<file path="src/rtl/trigger_coincidence_scheduler.sv">
// trigger_coincidence_scheduler
// Gathers per-board threshold decisions over a fixed coincidence window.
// When at least MIN_HITS distinct boards fire inside the window, it issues one
// trigger request carrying the earliest time stamp and the hit mask. The
// request goes to the DRAM controller over a valid/ready handshake. Each
// accepted trigger is followed by a holdoff dead time.
module trigger_coincidence_scheduler #(
    parameter int NUM_CH   = 8,
    parameter int TS_WIDTH = 16,
    parameter int WINDOW   = 8,
    parameter int MIN_HITS = 2,
    parameter int HOLDOFF  = 64
) (
    input  logic                       clk,
    input  logic                       rst,
    input  logic                       trig_enable,
    input  logic [NUM_CH-1:0]          decision,
    input  logic [NUM_CH*TS_WIDTH-1:0] time_stamp,
    output logic                       trigger_valid,
    input  logic                       trigger_ready,
    output logic [TS_WIDTH-1:0]        trigger_time_stamp,
    output logic [NUM_CH-1:0]          trigger_hit_mask,
    output logic                       busy,
    output logic [15:0]                reject_count,
    output logic [15:0]                drop_count
);

    // One down-counter serves both the window and the holdoff, so it is
    // sized for the larger of the two reload values.
    localparam int CNT_MAX = ((HOLDOFF - 1) > (WINDOW - 2)) ? (HOLDOFF - 1) : (WINDOW - 2);
    localparam int CNT_W   = (CNT_MAX < 1) ? 1 : $clog2(CNT_MAX + 1);
    localparam int POP_W   = $clog2(NUM_CH + 1);

    typedef enum logic [1:0] {
        ST_IDLE    = 2'd0,
        ST_COLLECT = 2'd1,
        ST_ISSUE   = 2'd2,
        ST_HOLDOFF = 2'd3
    } state_t;

    state_t                 state_r, state_next_s;
    logic [CNT_W-1:0]       cnt_r, cnt_next_s;
    logic [NUM_CH-1:0]      mask_r, mask_next_s;
    logic [TS_WIDTH-1:0]    earliest_r, earliest_next_s;

    logic                   new_any_s;
    logic [TS_WIDTH-1:0]    new_min_s;
    logic [NUM_CH-1:0]      merged_mask_s;
    logic [TS_WIDTH-1:0]    merged_min_s;
    logic                   inc_reject_s;
    logic                   inc_drop_s;
    logic                   load_out_s;

    // Wrap-aware ordering: a is earlier than b when (a - b) mod 2^W is negative.
    function automatic logic is_earlier(input logic [TS_WIDTH-1:0] a,
                                        input logic [TS_WIDTH-1:0] b);
        logic [TS_WIDTH-1:0] diff;
        diff = a - b;
        return diff[TS_WIDTH-1];
    endfunction

    // Earliest stamp among this cycle's asserted channels. Only a strictly
    // earlier stamp replaces the current best, so the lower index wins ties.
    function automatic logic [TS_WIDTH-1:0] scan_min(input logic [NUM_CH-1:0]          dec,
                                                     input logic [NUM_CH*TS_WIDTH-1:0] ts);
        logic [TS_WIDTH-1:0] best;
        logic [TS_WIDTH-1:0] cand;
        logic                found;
        best  = '0;
        found = 1'b0;
        for (int n = 0; n < NUM_CH; n++) begin
            cand = ts[n*TS_WIDTH +: TS_WIDTH];
            if (dec[n] && (!found || is_earlier(cand, best))) begin
                best  = cand;
                found = 1'b1;
            end
        end
        return best;
    endfunction

    // Number of distinct channels set in a hit mask.
    function automatic logic [POP_W-1:0] popcount(input logic [NUM_CH-1:0] m);
        logic [POP_W-1:0] total;
        total = '0;
        for (int n = 0; n < NUM_CH; n++) begin
            total = total + POP_W'(m[n]);
        end
        return total;
    endfunction

    // Saturating increment for the 16-bit event counters.
    function automatic logic [15:0] sat_inc(input logic [15:0] v);
        return (v == 16'hFFFF) ? v : (v + 16'd1);
    endfunction

    // Next-state, counter, accumulation and event-flag logic.
    always_comb begin
        state_next_s    = state_r;
        cnt_next_s      = cnt_r;
        mask_next_s     = mask_r;
        earliest_next_s = earliest_r;
        inc_reject_s    = 1'b0;
        inc_drop_s      = 1'b0;
        load_out_s      = 1'b0;

        new_any_s     = |decision;
        new_min_s     = scan_min(decision, time_stamp);
        merged_mask_s = mask_r | decision;
        merged_min_s  = (new_any_s && is_earlier(new_min_s, earliest_r)) ? new_min_s : earliest_r;

        case (state_r)
            ST_IDLE: begin
                if (trig_enable && new_any_s) begin
                    state_next_s    = ST_COLLECT;
                    mask_next_s     = decision;
                    earliest_next_s = new_min_s;
                    cnt_next_s      = CNT_W'(WINDOW - 2);
                end else begin
                    state_next_s = ST_IDLE;
                end
            end
            ST_COLLECT: begin
                mask_next_s     = merged_mask_s;
                earliest_next_s = merged_min_s;
                if (cnt_r == '0) begin
                    if (popcount(merged_mask_s) >= POP_W'(MIN_HITS)) begin
                        state_next_s = ST_ISSUE;
                        load_out_s   = 1'b1;
                    end else begin
                        state_next_s = ST_IDLE;
                        inc_reject_s = 1'b1;
                    end
                end else begin
                    cnt_next_s = cnt_r - CNT_W'(1);
                end
            end
            ST_ISSUE: begin
                inc_drop_s = new_any_s;
                if (trigger_valid && trigger_ready) begin
                    state_next_s = ST_HOLDOFF;
                    cnt_next_s   = CNT_W'(HOLDOFF - 1);
                end else begin
                    state_next_s = ST_ISSUE;
                end
            end
            ST_HOLDOFF: begin
                inc_drop_s = new_any_s;
                if (cnt_r == '0) begin
                    state_next_s = ST_IDLE;
                end else begin
                    cnt_next_s = cnt_r - CNT_W'(1);
                end
            end
            default: begin
                state_next_s = ST_IDLE;
            end
        endcase
    end

    // State, accumulators and all outputs are registered; outputs follow the next state.
    always_ff @(posedge clk) begin
        if (rst) begin
            state_r            <= ST_IDLE;
            cnt_r              <= '0;
            mask_r             <= '0;
            earliest_r         <= '0;
            trigger_valid      <= 1'b0;
            trigger_time_stamp <= '0;
            trigger_hit_mask   <= '0;
            busy               <= 1'b0;
            reject_count       <= 16'h0000;
            drop_count         <= 16'h0000;
        end else begin
            state_r       <= state_next_s;
            cnt_r         <= cnt_next_s;
            mask_r        <= mask_next_s;
            earliest_r    <= earliest_next_s;
            trigger_valid <= (state_next_s == ST_ISSUE);
            busy          <= (state_next_s != ST_IDLE);
            if (load_out_s) begin
                trigger_time_stamp <= merged_min_s;
                trigger_hit_mask   <= merged_mask_s;
            end else begin
                trigger_time_stamp <= trigger_time_stamp;
                trigger_hit_mask   <= trigger_hit_mask;
            end
            if (inc_reject_s) begin
                reject_count <= sat_inc(reject_count);
            end else begin
                reject_count <= reject_count;
            end
            if (inc_drop_s) begin
                drop_count <= sat_inc(drop_count);
            end else begin
                drop_count <= drop_count;
            end
        end
    end

endmodule

</file>
<file path="config.mk">
export PLATFORM = sky130hd
export DESIGN_NAME = trigger_coincidence_scheduler
export DESIGN_NICKNAME = d
export VERILOG_FILES = /design/src/rtl/trigger_coincidence_scheduler.sv
export SDC_FILE = /design/constraint.sdc
export NUM_CORES = 1
export LEC_CHECK = 0
export CORE_ASPECT_RATIO = 1.1
export CORE_MARGIN = 5
export CORE_UTILIZATION = 54
export DETAILED_ROUTE_END_ITERATION = 12
export GPL_ROUTABILITY_DRIVEN = 0
export GPL_TIMING_DRIVEN = 0
export PLACE_DENSITY = 0.83
export SKIP_CTS_REPAIR_TIMING = 1
export SLEW_MARGIN = 25
export SYNTH_ARGS = -nofsm -noshare
export SYNTH_HDL_FRONTEND = slang
export SYNTH_SLANG_ARGS = --single-unit
</file>
<file path="constraint.sdc">
create_clock -name clk -period 35.2 [get_ports clk]
set_input_delay 7.04 -clock clk [delete_from_list [all_inputs] [get_ports clk]]
set_output_delay 7.04 -clock clk [all_outputs]
set_load 0.005 [all_outputs]
</file>
==> results.json <==
{
  "status": "finished clean",
  "ff_latch_area_mm2": 0.00180,
  "period_share": 0.932,
  "final_max_slew_viol_count": 0,
  "first_iter_violations": 1101,
  "areaGrowthSynthToFinish_pct": 25.6,
  "grt_pass1_vias": 10500,
  "hpwl_um": 25000,
  "crit_fanout": 10,
  "relSlewSlack": 0.414,
  "fmaxAchievable_mhz": 30.5,
  "hold_violations": 0,
  "place_area_mm2": 0.0120,
  "num-nets-final": 1748,
  "syn_avg_cell_area_um2": 7.51,
  "finalSetupTns_ps": 0,
  "drc": 0,
  "hold_path.class": "reg2reg",
  "hold-path-endpoint": "trigger_hit_mask[3]$_SDFFE_PP0P_",
  "die_w_um": 139,
  "routed.top_layer": "met5",
  "cts.sinks": 90,
  "r2r_slack_ps": 29990,
  "met3WireLength_um": 2310,
  "postRouteAntennaNets": 0,
  "utilization": 0.693,
  "worst-path-buf-inv": 19,
  "multi_input_comb_area_mm2": 0.00744,
  "insertion_delay_ps": 350,
  "yosysWarnings": 0,
  "holdCritStartpoint": "trigger_hit_mask[3]$_SDFFE_PP0P_",
  "drv_cap": 0,
  "syn_nets": 1546,
  "vias": 10800,
  "numCtsBuffers": 9,
  "route.detailed.wl_per_inst_um": 17.8,
  "slowest_stage": "a21boi_1",
  "synth-main-ff-cell": "dfxtp_1",
  "rr_endpoint": "reject_count[15]$_SDFFE_PP0P_",
  "pin_count": 198,
  "power_density_mw_per_mm2": 65.7,
  "yosys_register_bits": 90,
  "clock_path_buffers": 2,
  "slowest_delay_ps": 640,
  "rows": 51,
  "finalClockSkew_ps": 6.80,
  "initial_core_util": 0.552,
  "rsz0062_at_grt": "false",
  "grt_max_degree": 19,
  "crit_top_cell": "a21oi_1",
  "clk_pin_slew_ps": 70,
  "first_pass_iters": 6,
  "syn_inst": 1308,
  "crit_family": "compound AO/OA/AOI/OAI gates",
  "synth_edf_count": 0,
  "synth_seq_area_share": 0.183,
  "dieArea_mm2": 0.0210,
  "layout_setup_ws_ps": 2400,
  "dr_wl_met2_um": 14900,
  "syn_area_mm2": 0.00983,
  "htree_levels": 3,
  "drt_wl_total_um": 31300,
  "grt_pass1_wl_um": 50600,
  "arrival_ps": 33060,
  "crit_path_start_kind": "input pin",
  "reg2regPathDepth": 18,
  "overflow": 0,
  "ir_worst_vdd_v": 0.0000960,
  "required_ps": 35460,
  "worst_pin_slew_ps": 878,
  "root_buffer": "clkbuf_16",
  "design.core.area_mm2": 0.0178,
  "final_layout_size_suffix_gt1_frac": 0.0713,
  "r2r-start": "mask_r[3]$_SDFFE_PP0P_",
  "cts_tree": "yes",
  "setup_viol": 0,
  "vias_per_cell": 6.16,
  "synthArstFlopShare": 0,
  "antenna_found_initial": 2,
  "drt-met1-wl_um": 13100,
  "fillers": 1500,
  "die_h_um": 151,
  "post-route-min-period_ps": 32800,
  "synth_cell_type_count": 101,
  "portBuffers": 191,
  "grt_usage": 0.288,
  "dp_slack_ps": 2600,
  "critical_path_class": "in2reg",
  "endpoint_kind": "register",
  "fin_area_mm2": 0.0123,
  "leakage_nw": 5.08,
  "holdPathStages": 2
}
[stage by stage]
stage	hold slack [ps]	std cells	total power [mW]
after detailed placement	451	1737	0.704
after global routing	510	1754	0.878
after global placement	449	1737	0.687
after floorplan	448	1308	0.547
final	501	1755	0.811
after CTS	503	1753	0.803
[cell type report]
cell class / count / share of cell area
tap: 238 / 0.0241
buffer: 56 / 0.0181
timing repair buffer: 191 / 0.155
multi-input combinational: 1065 / 0.603
clock buffer: 9 / 0.0182
clock inverter: 7 / 0.00598
sequential: 90 / 0.146
inverter: 97 / 0.0295
antenna: 2 / 0.000406
[registers in the layout, indices dropped and copies added (netlist names)]
register	cells
drop_count	16
earliest_r	16
reject_count	16
trigger_time_stamp	16
mask_r	8
trigger_hit_mask	8
cnt_r	6
state_r	2
busy	1
trigger_valid	1
[cells by family after synthesis]
group                      after synthesis  synth area share
and+or+nand+nor                        484             0.247
AOI/OAI and AO/OA                      377             0.273
muxes                                   54            0.0586
xor gates and xnor gates                49            0.0467
adders and majority gates              101             0.131
buffers and inverters                  153            0.0598
DFF                                     90             0.183
[layout by cell type, fill, tap and decap left out, types with 5 or more instances in the layout]
cell and n:
a211oi_1 25, and2_1 14, nand3b_1 5, and4_1 7, nand3_1 59, buf_2 8
or3_1 19, nor2b_1 15, o31ai_1 10, ha_1 94, a211oi_2 10, or2_2 15
nand2_1 91, o21ai_0 49, a31oi_1 40, o211a_1 6, a21o_1 25, a21oi_1 89
nor3_1 52, nor2_1 132, mux2i_1 33, clkbuf_1 43, a22oi_1 15, clkdlybuf4s50_1 191
o21ai_1 6, o21a_1 10, o221ai_1 5, and3_1 25, dfxtp_1 90, o22ai_1 5
a311oi_1 5, o211ai_1 9, xor2_1 24, inv_1 96, nand2b_1 9, mux2_2 17
nand4_1 14, clkbuf_16 9, xnor2_1 21
[cells in the mapped netlist, types with 15 or more instances]
master | number | area share
xor2_1 | 24 | 0.021
o21ai_0 | 49 | 0.025
a211oi_1 | 25 | 0.019
mux2_2 | 17 | 0.019
a21o_1 | 25 | 0.019
inv_1 | 96 | 0.037
nand3_1 | 59 | 0.030
dfxtp_1 | 90 | 0.18
nand2_1 | 91 | 0.035
a31oi_1 | 40 | 0.025
xnor2_1 | 21 | 0.019
a21oi_1 | 89 | 0.045
nor3_1 | 52 | 0.026
ha_1 | 94 | 0.12
nor2b_1 | 15 | 0.0095
or2_2 | 15 | 0.0095
and3_1 | 25 | 0.016
nor2_1 | 132 | 0.050
or3_1 | 19 | 0.012
clkbuf_1 | 43 | 0.016
mux2i_1 | 33 | 0.034
a22oi_1 | 15 | 0.011
[worst register-to-register path, delay by kind of cell (launching register included)]
kind,cells,cell delay [ps]
and+or+nand+nor,8,1750
DFF,1,310
buffers and inverters,1,50
AOI/OAI and AO/OA,3,780
adders and majority gates,5,2060
xor gates and xnor gates,1,130
[metal layers]
metal  GRT usage  vias to the layer above
li1            -                     5237
met1       0.351                     5010
met2       0.499                      474
met3      0.0621                       93
met4       0.117                        2
met5           0                        -
[how the worst max path moves through the flow]
stage,start,endpoint,slack (ps),cells after the start
after floorplan,decision[0],earliest_r[10]$_SDFFE_PP0P_,7740,107
after global placement,decision[0],earliest_r[11]$_SDFFE_PP0P_,3230,114
after detailed placement,decision[0],earliest_r[5]$_SDFFE_PP0P_,2600,114
after CTS,decision[0],earliest_r[5]$_SDFFE_PP0P_,2920,114
after global routing,decision[0],earliest_r[8]$_SDFFE_PP0P_,410,114
final,decision[0],earliest_r[8]$_SDFFE_PP0P_,2400,114
[power breakdown]
part	internal [mW]	leakage (nW)	switching [mW]
Sequential	0.121	0.734	0.0143
Clock	0.0501	0.147	0.0456
Combinational	0.230	4.20	0.349
Total	0.401	5.08	0.409
Note: power is estimated with default switching activity, not from simulation.
